File: config.mk
export PLATFORM = sky130hd
export DESIGN_NAME = reg_write_arbiter_flat
export DESIGN_NICKNAME = d
export VERILOG_FILES = /design/src/rtl/reg_write_arbiter_if.sv /design/src/rtl/reg_write_arbiter.sv /design/src/flat_wrapper.sv
export SDC_FILE = /design/constraint.sdc
export NUM_CORES = 1
export LEC_CHECK = 0
export ABC_AREA = 1
export ABC_CLOCK_PERIOD_IN_PS = 3200
export BUFFER_PORTS_ARGS = -buffer_cell sky130_fd_sc_hd__buf_2
export CAP_MARGIN = 10
export CORE_MARGIN = 2
export CORE_UTILIZATION = 45
export CTS_BUF_LIST = sky130_fd_sc_hd__clkbuf_8
export DETAILED_ROUTE_END_ITERATION = 10
export PLACE_DENSITY = 0.75
export SLEW_MARGIN = 5
export SYNTH_ARGS = -nofsm -noshare
export SYNTH_HDL_FRONTEND = slang
export SYNTH_SLANG_ARGS = --single-unit
File: constraint.sdc
create_clock -name clk -period 3.2 [get_ports clk]
set_input_delay 0.48 -clock clk [delete_from_list [all_inputs] [get_ports clk]]
set_output_delay 0.48 -clock clk [all_outputs]
set_load 0.01 [all_outputs]
File: src/rtl/reg_write_arbiter_if.sv
// Request/grant bus between NREQ writers and the shared-register arbiter.
interface reg_write_arbiter_if #(
   parameter int NREQ  = 4,
   parameter int WIDTH = 8
);
   logic [NREQ-1:0]       req;
   logic [NREQ*WIDTH-1:0] wdata;
   logic [NREQ-1:0]       gnt;
   logic [WIDTH-1:0]      q;
   logic                  busy;
   logic                  done;
   logic [7:0]            wr_count;

   modport master (output req, wdata, input gnt, q, busy, done, wr_count);
   modport slave  (input req, wdata, output gnt, q, busy, done, wr_count);
endinterface

File: src/rtl/reg_write_arbiter.sv
// Round-robin arbiter granting one requester per 3-cycle IDLE/GRANT/DONE pass
// a write into a shared WIDTH-bit register.
module reg_write_arbiter #(
   parameter int NREQ  = 4,
   parameter int WIDTH = 8
) (
   input logic clk,
   input logic rst_n,
   reg_write_arbiter_if.slave bus
);
   localparam int IW = (NREQ > 1) ? $clog2(NREQ) : 1;

   typedef enum logic [1:0] {IDLE, GRANT, DONE} state_t;

   state_t            state, state_nxt;
   logic [IW-1:0]     last_winner, pick;
   logic              any_req;
   logic [NREQ-1:0]   gnt_r, gnt_nxt;
   logic              done_r, done_nxt;
   logic [WIDTH-1:0]  q_r;
   logic [7:0]        wr_count_r;
   int                idx;

   // Scan downward so the nearest set bit after last_winner is the one kept.
   always_comb begin
      pick    = last_winner;
      any_req = 1'b0;
      idx     = 0;
      for (int k = NREQ; k >= 1; k--) begin
         idx = int'(last_winner) + k;
         if (idx >= NREQ) idx = idx - NREQ;
         if (bus.req[IW'(idx)]) begin
            pick    = IW'(idx);
            any_req = 1'b1;
         end
      end
   end

   always_ff @(posedge clk or negedge rst_n) begin
      if (!rst_n) state <= IDLE;
      else        state <= state_nxt;
   end

   always_comb begin
      state_nxt = state;
      case (state)
         IDLE:    if (any_req) state_nxt = GRANT;
         GRANT:   state_nxt = DONE;
         DONE:    state_nxt = IDLE;
         default: state_nxt = IDLE;
      endcase
   end

   // gnt/done are registered copies of these next-cycle values.
   always_comb begin
      gnt_nxt  = '0;
      done_nxt = (state == GRANT);
      if (state == IDLE && any_req) gnt_nxt[pick] = 1'b1;
   end

   always_ff @(posedge clk or negedge rst_n) begin
      if (!rst_n) begin
         gnt_r       <= '0;
         done_r      <= 1'b0;
         last_winner <= IW'(NREQ - 1);
         q_r         <= '0;
         wr_count_r  <= '0;
      end else begin
         gnt_r  <= gnt_nxt;
         done_r <= done_nxt;
         if (state == IDLE && any_req) last_winner <= pick;
         if (state == GRANT) q_r <= bus.wdata[last_winner*WIDTH +: WIDTH];
         if (state == DONE)  wr_count_r <= wr_count_r + 8'd1;
      end
   end

   assign bus.gnt      = gnt_r;
   assign bus.done     = done_r;
   assign bus.busy     = (state != IDLE);
   assign bus.q        = q_r;
   assign bus.wr_count = wr_count_r;
endmodule

File: src/flat_wrapper.sv
// flat-port wrapper written by rule: the top's interface ports become plain ports
module reg_write_arbiter_flat 
#(
   parameter int NREQ  = 4,
   parameter int WIDTH = 8
)
  (clk, rst_n, bus_req, bus_wdata, bus_gnt, bus_q, bus_busy, bus_done, bus_wr_count);
  reg_write_arbiter_if #(.NREQ(NREQ), .WIDTH(WIDTH)) bus_i ();
  input logic clk;
  input logic rst_n;
  input wire logic [$bits(bus_i.req)-1:0] bus_req;
  input wire logic [$bits(bus_i.wdata)-1:0] bus_wdata;
  output wire logic [$bits(bus_i.gnt)-1:0] bus_gnt;
  output wire logic [$bits(bus_i.q)-1:0] bus_q;
  output wire logic [$bits(bus_i.busy)-1:0] bus_busy;
  output wire logic [$bits(bus_i.done)-1:0] bus_done;
  output wire logic [$bits(bus_i.wr_count)-1:0] bus_wr_count;
  assign bus_i.req = bus_req;
  assign bus_i.wdata = bus_wdata;
  assign bus_gnt = bus_i.gnt;
  assign bus_q = bus_i.q;
  assign bus_busy = bus_i.busy;
  assign bus_done = bus_i.done;
  assign bus_wr_count = bus_i.wr_count;
  reg_write_arbiter #(.NREQ(NREQ), .WIDTH(WIDTH)) u_core (.clk(clk), .rst_n(rst_n), .bus(bus_i));
endmodule
Yosys cells after proc, flatten, opt, wreduce, memory -nomap -nowiden:

Cells that the tools add are included.

* register bits after elaboration: 25
* bits of input ports: 38
* output and inout bits: 22
* logic and storage cells: 62

* add/sub/neg operators: 9
* $lt $le $gt $ge: 10
* eq/ne operators: 3
* shifts and indexed selects: 1
* muxes and demuxes: 29
* reduce and logical (&&, ||, !) cells: 4

Operator list (number)
* indexed part select 32 x 6 -> 8 bit: 1
* 2-to-1 mux 2 bit: 9
* less-than comparator 2 x 4 -> 1 bit (second input constant): 4
* 2-to-1 mux 1 bit: 13
* greater-or-equal comparator 3 bit (second input constant): 3
* adder 8 x 1 -> 8 bit (second input constant): 1
* binary-select mux 1 bit (select 2 bit): 4
* subtractor 2 x 1 -> 2 bit (second input constant): 4
* adder 2 x 2 -> 3 bit (second input constant): 2
* adder 2 x 3 -> 4 bit (second input constant): 1
* greater-or-equal comparator 4 x 3 -> 1 bit (second input constant): 1
* 2-to-1 mux 4 bit: 1
* one-hot mux 2 bit (2 select lines): 1
* adder 2 x 1 -> 3 bit (second input constant): 1
* less-than comparator 2 x 3 -> 1 bit (second input constant): 1
* demux 1 bit (select 2 bit): 1
* equality test 2 x 1 -> 1 bit (second input constant): 1
* equality test 2 bit (second input constant): 1
* greater-or-equal comparator 2 x 1 -> 1 bit (second input constant): 1
* logical AND 1 bit: 2
* logical NOT 2 bit: 1
* != test 2 x 1 -> 1 bit (second input constant): 1
* nonzero test 2 bit: 1

Logic depth before layout (Yosys ltp):

Gate-level depths: netlist of the first run.

* word-level depth: 15
* mapped depth: 11
* mapped depth without buffers: 11

Least setup slack after synthesis of the first run:

No wires, ideal clock.

* path type: register to register
* from: reg u_core.last_winner[0]
* to: reg u_core.gnt_r[2] (netlist: u_core.bus.gnt[2])
* setup time: 0.125 ns
* data arrival time: 1.253 ns
* required time: 3.075 ns
* setup slack: 1.822 ns
* stages on the path, launching flop included: 11
* buffers on the path: 1
* period minus slack after synthesis: 1.378 ns
* cells stage by stage: dfstp_2 -> buf_6 -> nand2_2 -> nand2_2 -> nand2_2 -> nand2_1 -> inv_2 -> nand3_1 -> nand2_2 -> nand2_2 -> nor2_1

* word-level cells in the longest chain between the ends: 15
* elaborated cells on any way between the ends: 43
* those cells by class: add/sub (8); order compare (6); mux (27); reduce/logical (2)

Ends and longest elaborated chain
* start: declaration: RTL line reg_write_arbiter.sv:16 `logic [IW-1:0] last_winner, pick;`
* start signal: assignment: RTL line reg_write_arbiter.sv:65 `last_winner <= IW'(NREQ - 1);`
* start signal: assignment: RTL line reg_write_arbiter.sv:71 `if (state == IDLE && any_req) last_winner <= pick;`
* adder 2 x 3 -> 4 bit: RTL line reg_write_arbiter.sv:30 `idx = int'(last_winner) + k;`
* greater-or-equal comparator 4 x 3 -> 1 bit or subtractor 2 x 1 -> 2 bit (tied branches): RTL line reg_write_arbiter.sv:31 `if (idx >= NREQ) idx = idx - NREQ;`
* 2-to-1 mux 2 bit: RTL line reg_write_arbiter.sv:31
* binary-select mux 1 bit (select 2 bit): RTL line reg_write_arbiter.sv:32 `if (bus.req[IW'(idx)]) begin`
* 2-to-1 mux 1 bit (not written as such) (2 in a row): RTL line reg_write_arbiter.sv:32
* 2-to-1 mux 2 bit (4 in a row): RTL line reg_write_arbiter.sv:32
* less-than comparator 2 x 3 -> 1 bit (not written as such) or greater-or-equal comparator 2 x 1 -> 1 bit (tied branches): RTL line reg_write_arbiter.sv:58 `if (state == IDLE && any_req) gnt_nxt[pick] = 1'b1;`
* logical AND 1 bit (not written as such): RTL line reg_write_arbiter.sv:58
* 2-to-1 mux 1 bit (not written as such): RTL line reg_write_arbiter.sv:58
* demux 1 bit (select 2 bit)
* 2-to-1 mux 4 bit *: RTL line reg_write_arbiter.sv:58
* named net u_core.gnt_nxt[2]: RTL line reg_write_arbiter.sv:18 `logic [NREQ-1:0] gnt_r, gnt_nxt;`
* end signal: assignment: RTL line reg_write_arbiter.sv:69 `gnt_r <= gnt_nxt;`
* end: declaration: RTL line reg_write_arbiter.sv:18

The timed path passes the listed nets; every way through them passes the cells marked *. The select of a mux whose other input is x is not followed.
A chain may end at the register's enable or synchronous reset.

Worst setup path in the final report of the first run:

* from: reg u_core.last_winner[0]
* to: reg u_core.last_winner[1]

* word-level cells in the longest chain between the ends: 11
* elaborated cells on any way between the ends: 37
* those cells by class: add/sub (8); order compare (4); mux (24); reduce/logical (1)

Ends and longest elaborated chain (RTL line)
* adder 2 x 3 -> 4 bit: reg_write_arbiter.sv:30
* greater-or-equal comparator 4 x 3 -> 1 bit or subtractor 2 x 1 -> 2 bit (tied branches): reg_write_arbiter.sv:31
* 2-to-1 mux 2 bit: reg_write_arbiter.sv:31
* binary-select mux 1 bit (select 2 bit): reg_write_arbiter.sv:32
* 2-to-1 mux 1 bit (not written as such) (2 in a row): reg_write_arbiter.sv:32
* 2-to-1 mux 1 bit (4 in a row): reg_write_arbiter.sv:32
* logical AND 1 bit: reg_write_arbiter.sv:71

Parallel ways exist; a longest one is shown, timed or not. The select of a mux whose other input is x is not followed.

==> run_results.csv, run 1 <==
group,metric,value,unit
placement,gp_congestion,0.8736,
hold_path,worst_hold_path_type,"in -> async",
placement,dpl.hpwl,2.297,mm
timing,period_share,51.01,%
finish,num_antenna_cells,0,
finish,multi_input_area,618.1,um2
setup_path,regToRegSetupSlack,1570,ps
die,core,2781,um2
logic_synthesis,synth_area,1325,um2
placement,port_buffers,59,
finish,regArea,628.1,um2
clocking,htreeDepth,1,
global_routing,antenna_found_initial,0,
timing,skew,0.7385,ps
global_routing,grt_max_degree,26,
setup_path,r2r-end,"u_core.last_winner[1]$_DFFE_PN1P_",
routing,first_iter_violations,55,
timing,finalCriticalPeriod,1632,ps
timing,max_freq,612.6,MHz
routing,drt_wl_total,2.834,mm
routing,vias,1262,
clocking,cts_buffer_depth,2,
finish,final_nets,258,
setup_path,crit_top_cell,"nand2_1",
finish,fillers,269,
routing,avgViaCountPerCell,5.068,
global_routing,track_usage,17.75,%
run,cap_viol_max_count,0,
setup_path,path_cells,"inv_2, nand2_1, nand2_1, nand2_1, nand2_2, nor2_2, nor2_4, o21ai_0",
timing,finalSetupTns,0,ps
logic_synthesis,syn-num-nets,196,
timing,tightest_slew,593.3,ps
clocking,clk_pin_slew,80,ps
die,dieHeight,58.27,um
routing,antenna_left,0,
clocking,cts-resized-gates,0,
placement,placed_area,1644,um2
clocking,postCtsHoldBufs,0,
logic_synthesis,synth_common_cells,"nand2_1 (40), dfrtp_1 (23), nor2_1 (15)",
clocking,cts_tree,"done",
clocking,cts.sinks,25,
setup_path,slowest_delay,690,ps
logic_synthesis,synth.distinct_cells,23,
timing,maxSlewViolCount,0,
logic_synthesis,yosysTopAreaCell,"dfrtp_1",
outcome,status,"finished clean",
power,p_leak,0.9149,nW
routing,post_drt_wl_per_cell,11.38,um
clocking,cts_setup_buffers,0,
setup_path,path_class,"reg -> reg",
logic_synthesis,synthMostInstantiatedCell,"nand2_1",
logic_synthesis,synth_edf_count,0,
finish,area_growth,27.48,%
finish,drive_gt1_share,38.99,%
setup_path,worstRegToRegCells,8,
global_routing,first_global_vias,1110,
clocking,cts_buffers,3,
die,initial_core_util,47.64,%
finish,final_core_util,60.73,%
finish,final_area,1689,um2
global_routing,grt-ovfl-total,0,
logic_synthesis,ys_top_cells_by_area,"dfrtp_1 (43%), nand2_1 (11%), a22oi_1 (5.7%)",
power,irDropWorstVdd,618.6,uV
setup_path,worstPathArrival,1820,ps
logic_synthesis,synth_seq_area_share,47.40,%
logic_synthesis,ys_async_sr_fraction,100.0,%
die,floorplan.die_area,3395,um2
timing,setup_viol,0,
logic_synthesis,yosys_warnings,0,
routing,first_pass_iters,4,
global_routing,grt_pass1_wl,4.664,mm
timing,timing_hold_violations_final,0,
die,ios,60,
timing,rsz0062_at_grt,"no",
logic_synthesis,synthCells,157,
logic_synthesis,synthFlopType,"dfrtp_1",
power,fin_total_pwr,0.001602,W
setup_path,cp-start-kind,"flop",
power,powerDensity,948.3,nW/um2
die,dieWidth,58.27,um
setup_path,worstPathRequired,3390,ps
setup_path,path_delay_family,"flip-flops",
setup_path,worstPathMaxFanout,14,
logic_synthesis,synth_top_area_share,43.44,%
setup_path,cp.buffers_inverters,1,
routing,drc_errors,0,
timing,whs,195.6,ps
setup_path,cpMaxStageDelayCell,"dfstp_2",
clocking,cts_root_buffer,"clkbuf_8",
logic_synthesis,ys_ff_latch,25,
logic_synthesis,syn-mean-instance-area,8.440,um2
die,num_rows,19,
timing,maxSlewHeadroom,60.40,%
setup_path,endpoint_kind,"flop",
clocking,insertion_delay,260,ps
setup_path,r2r_start,"u_core.last_winner[0]$_DFFE_PN1P_",
==> per-layer routing <==
metal	vias up	wire length [um]	track usage, %
li1	639	-	-
met1	587	1296	24.14
met2	32	1391	29.37
met3	4	107	1.339
met4	0	38	6.977
met5	-	0	0
==> layout make-up <==
class | count | share of cell area [%]
Sequential cell | 25 | 37.19
Multi-Input combinational cell | 113 | 36.59
Timing Repair Buffer | 59 | 17.48
Inverter | 17 | 3.778
Clock buffer | 3 | 2.444
Tap cell | 31 | 2.296
Clock inverter | 1 | 0.2222
==> sequential cells by signal (all words and copies together) (netlist names) <==
register / flops
u_core.state: 2
u_core.bus.q: 8
u_core.bus.wr_count: 8
u_core.last_winner: 2
u_core.bus.gnt: 4
u_core.bus.done: 1
==> placed cells by master, fill, tap and decap left out, types with 6 or more instances in the layout <==
master / n
nand2_2: 12
dfrtp_1: 23
a22oi_1: 10
nor2_1: 15
a41oi_1: 6
inv_1: 15
nand2_1: 40
buf_2: 59
nand3_1: 7
==> worst register-to-register path: cells and delay by family (launching register included) <==
kind                   cells  cell delay, ps
AND/OR/NAND/NOR            6             590
flip-flops                 1             690
AO/OA/AOI/OAI              1             170
buffers and inverters      1             110
==> report_power, final <==
part           internal [W]  total [W]  switching (W)
logic              0.000331   0.000871       0.000540
registers          0.000454   0.000551      0.0000969
clock network     0.0000857   0.000180      0.0000946
total              0.000870    0.00160       0.000731
==> through the flow <==
| stage | worst slack [ps] | instances |
|---|---|---|
| after detailed placement | 1542 | 245 |
| after global placement | 1584 | 245 |
| after floorplan | 1822 | 157 |
| final | 1568 | 249 |
| after CTS | 1538 | 249 |
| after global routing | 1366 | 249 |
==> worst max path at each step <==
stage | endpoint | cells after the start | start | slack (ps)
after global routing | u_core.bus.gnt[2]$_DFF_PN0_ | 10 | u_core.last_winner[0]$_DFFE_PN1P_ | 1370
after detailed placement | u_core.last_winner[1]$_DFFE_PN1P_ | 8 | u_core.last_winner[0]$_DFFE_PN1P_ | 1540
after CTS | u_core.last_winner[1]$_DFFE_PN1P_ | 8 | u_core.last_winner[0]$_DFFE_PN1P_ | 1540
final | u_core.last_winner[1]$_DFFE_PN1P_ | 8 | u_core.last_winner[0]$_DFFE_PN1P_ | 1570
after global placement | u_core.last_winner[1]$_DFFE_PN1P_ | 9 | u_core.last_winner[0]$_DFFE_PN1P_ | 1580
after floorplan | u_core.bus.gnt[2]$_DFF_PN0_ | 10 | u_core.last_winner[0]$_DFFE_PN1P_ | 1820
==> cells by family (layout without fill, tap and decap cells) <==
logic type,after synthesis,in the layout,synth area share [%]
compound gates,24,24,12.84
xor+xnor,7,7,4.627
fa+ha+maj,1,1,0.9441
buf+inv,19,80,5.949
flops,25,25,47.40
mux,1,1,0.8498
simple gates,80,80,27.38
Power figures use the tool's default switching activity.
==> run 2: changes to the inputs <==
ABC_CLOCK_PERIOD_IN_PS = 1300   (was 3200)
CORE_UTILIZATION = 43   (was 45)
clock period = 1.3 ns   (was 3.2 ns; I/O delays follow)
==> run 2 against run 1 <==
  * Routed wire length rose by 19%
  * Highest routed layer unchanged
  * Sequential share of layout area is 4.1 points lower
  * Sequential cell count stayed put
  * Critical path depth did not move
  * Core utilization grew 2.5 points
  * Global-route usage is 1.1 points higher
  * Clock power up 150%
  * First-iteration DRC count grew 1.8%
  * Critical path type unchanged
  * Largest cell class is now multi-input gates
  * Power increased to 2.9 times the previous value
  * Die area up 4.3%
  * The run now ends with negative setup slack left
  * Setup slack worse by 1800 ps
  * Register-to-register slack lost 1800 ps
==> run_results.csv, run 2 (synthesis gave the netlist of run 1 again) <==
group,metric,value,unit
finish,num_antenna_cells,0,
clocking,clk_pin_slew,90,ps
global_routing,grt_busiest_layer,"met2",
global_routing,grt_max_degree,26,
power,irDropWorstVdd,1273,uV
die,dieHeight,59.51,um
timing,maxSlewViolCount,0,
die,core,3003,um2
die,ios,60,
clocking,cts_tree,"done",
global_routing,grt_use_met3,1.965,%
timing,whs,211.1,ps
routing,first_pass_iters,4,
clocking,htreeDepth,1,
global_routing,met2_usage,31.71,%
setup_path,crit_top_cell,"nand2_1",
global_routing,track_usage,18.85,%
global_routing,antenna_found_initial,0,
setup_path,worstPathRequired,1490,ps
clocking,insertion_delay,260,ps
timing,rsz0062_at_grt,"yes",
clocking,cts_buffer_depth,2,
finish,final_nets,274,
power,powerDensity,2447,nW/um2
finish,layout_commonest_cell,"buf_2",
placement,dpl.hpwl,2.546,mm
die,floorplan.die_area,3541,um2
routing,drc_errors,0,
global_routing,first_global_vias,1214,
setup_path,path_class,"reg -> reg",
routing,avgViaCountPerCell,5.000,
timing,skew,6.308,ps
routing,post_drt_wl_per_cell,12.67,um
global_routing,grt_pass1_wl,5.119,mm
clocking,cts_root_buffer,"clkbuf_8",
timing,setup_ws,-237.5,ps
timing,finalSetupTns,-3079,ps
outcome,status,"complete, but fails checks",
timing,setup_viol,15,
hold_path,worst_hold_path_type,"in -> reg",
global_routing,grt-ovfl-total,0,
die,dieWidth,59.51,um
routing,first_iter_violations,56,
setup_path,worstPathMaxFanout,6,
setup_path,slowest_delay,620,ps
global_routing,met1_usage,24.83,%
routing,antenna_left,0,
power,p_leak,1.015,nW
timing,period_share,118.3,%
setup_path,worstPathArrival,1730,ps
setup_path,path_cells,"nand2_1, nand2_4, nand2_2, nand3_1, nand2_1, o21ai_1, nand2_1, nor2_1",
timing,max_freq,650.4,MHz
timing,timing_hold_violations_final,0,
finish,area_growth,43.25,%
die,num_rows,20,
timing,tightest_slew,539.6,ps
timing,finalCriticalPeriod,1537,ps
die,initial_core_util,44.13,%
placement,port_buffers,59,
setup_path,endpoint_kind,"flop",
outcome,violations,"negative setup slack",
clocking,cts.sinks,25,
run,cap_viol_max_count,0,
routing,vias,1335,
placement,dp_slack,-187.2,ps
finish,drive_gt1_share,50.85,%
timing,maxSlewHeadroom,64.03,%
clocking,cts_buffers,3,
setup_path,cpMaxStageDelayCell,"dfstp_2",
finish,mostFrequentLayoutCells,"buf_2 (59), nand2_1 (30), dfrtp_1 (23), nand2_2 (19), buf_4 (14)",
setup_path,cp-start-kind,"flop",
finish,fillers,286,
placement,gp_congestion,0.8838,
routing,drt_wl_total,3.383,mm
-- run 2: repair_timing --
item / CTS / global route
endpoints found under the setup margin: 15 / 19
buffers inserted: 2 / 2
pin swaps: 5 / 5
resized for setup: 9 / 16
hold buffers: 1 / 0
hold endpoints to repair: 23 / 0
-- run 2: through the flow --
| step | area, um2 | cells | utilization, % | total power [W] |
|---|---|---|---|---|
| 3_5_place_dp | 1739 | 258 | 57.92 | 0.003859 |
| 2_1_floorplan | 1335 | 157 | - | 0.002988 |
| 4_1_cts | 1832 | 265 | 61.00 | 0.004437 |
| 6_report | 1898 | 267 | 63.21 | 0.004645 |
| 3_3_place_gp | 1739 | 258 | 57.92 | 0.003792 |
| 5_1_grt | 1898 | 267 | 63.21 | 0.005043 |
-- run 2: layout make-up --
class	instances	area (um2)	share of cell area [%]
well taps	33	41.29	2.175
inverters	17	66.31	3.494
repair buffers	75	421.7	22.21
clock buffers	3	41.29	2.175
multi-input cells	113	695.7	36.65
clock inverters	1	3.754	0.1978
flip-flops and latches	25	628.1	33.09
-- run 2: per-layer routing --
layer,vias to the layer above,part of all wire (%)
li1,672,-
met1,629,42
met2,28,53
met3,6,3.1
met4,0,1.8
met5,-,0
-- run 2: worst paths after layout --
path | from | to | slack (ps) | cells past startpoint
min reg2reg | u_core.bus.wr_count[7]$_DFFE_PN0N_ | u_core.bus.wr_count[7]$_DFFE_PN0N_ | 470 | 1
min | bus_wdata[7] | u_core.bus.q[7]$_DFFE_PN0P_ | 210 | 3
min in group asynchronous | rst_n | u_core.bus.wr_count[7]$_DFFE_PN0N_ | 440 | 2
max reg2reg | u_core.last_winner[0]$_DFFE_PN1P_ | u_core.bus.gnt[1]$_DFF_PN0_ | -240 | 8
max | u_core.last_winner[0]$_DFFE_PN1P_ | u_core.bus.gnt[1]$_DFF_PN0_ | -240 | 8
max in group asynchronous | rst_n | u_core.last_winner[1]$_DFFE_PN1P_ | 490 | 2
-- run 2: worst max-delay path, delay by kind of cell (launching register included) --
kind,cells,cell delay (ps)
compound gates,1,190
simple gates,7,650
flops,1,620
-- run 2: where the power goes --
group | leakage [nW] | total [W] | internal [W] | switching [W]
clock | 0.0269 | 0.000444 | 0.000211 | 0.000233
sequential | 0.306 | 0.00134 | 0.00112 | 0.000226
combinational | 0.682 | 0.00286 | 0.00118 | 0.00168
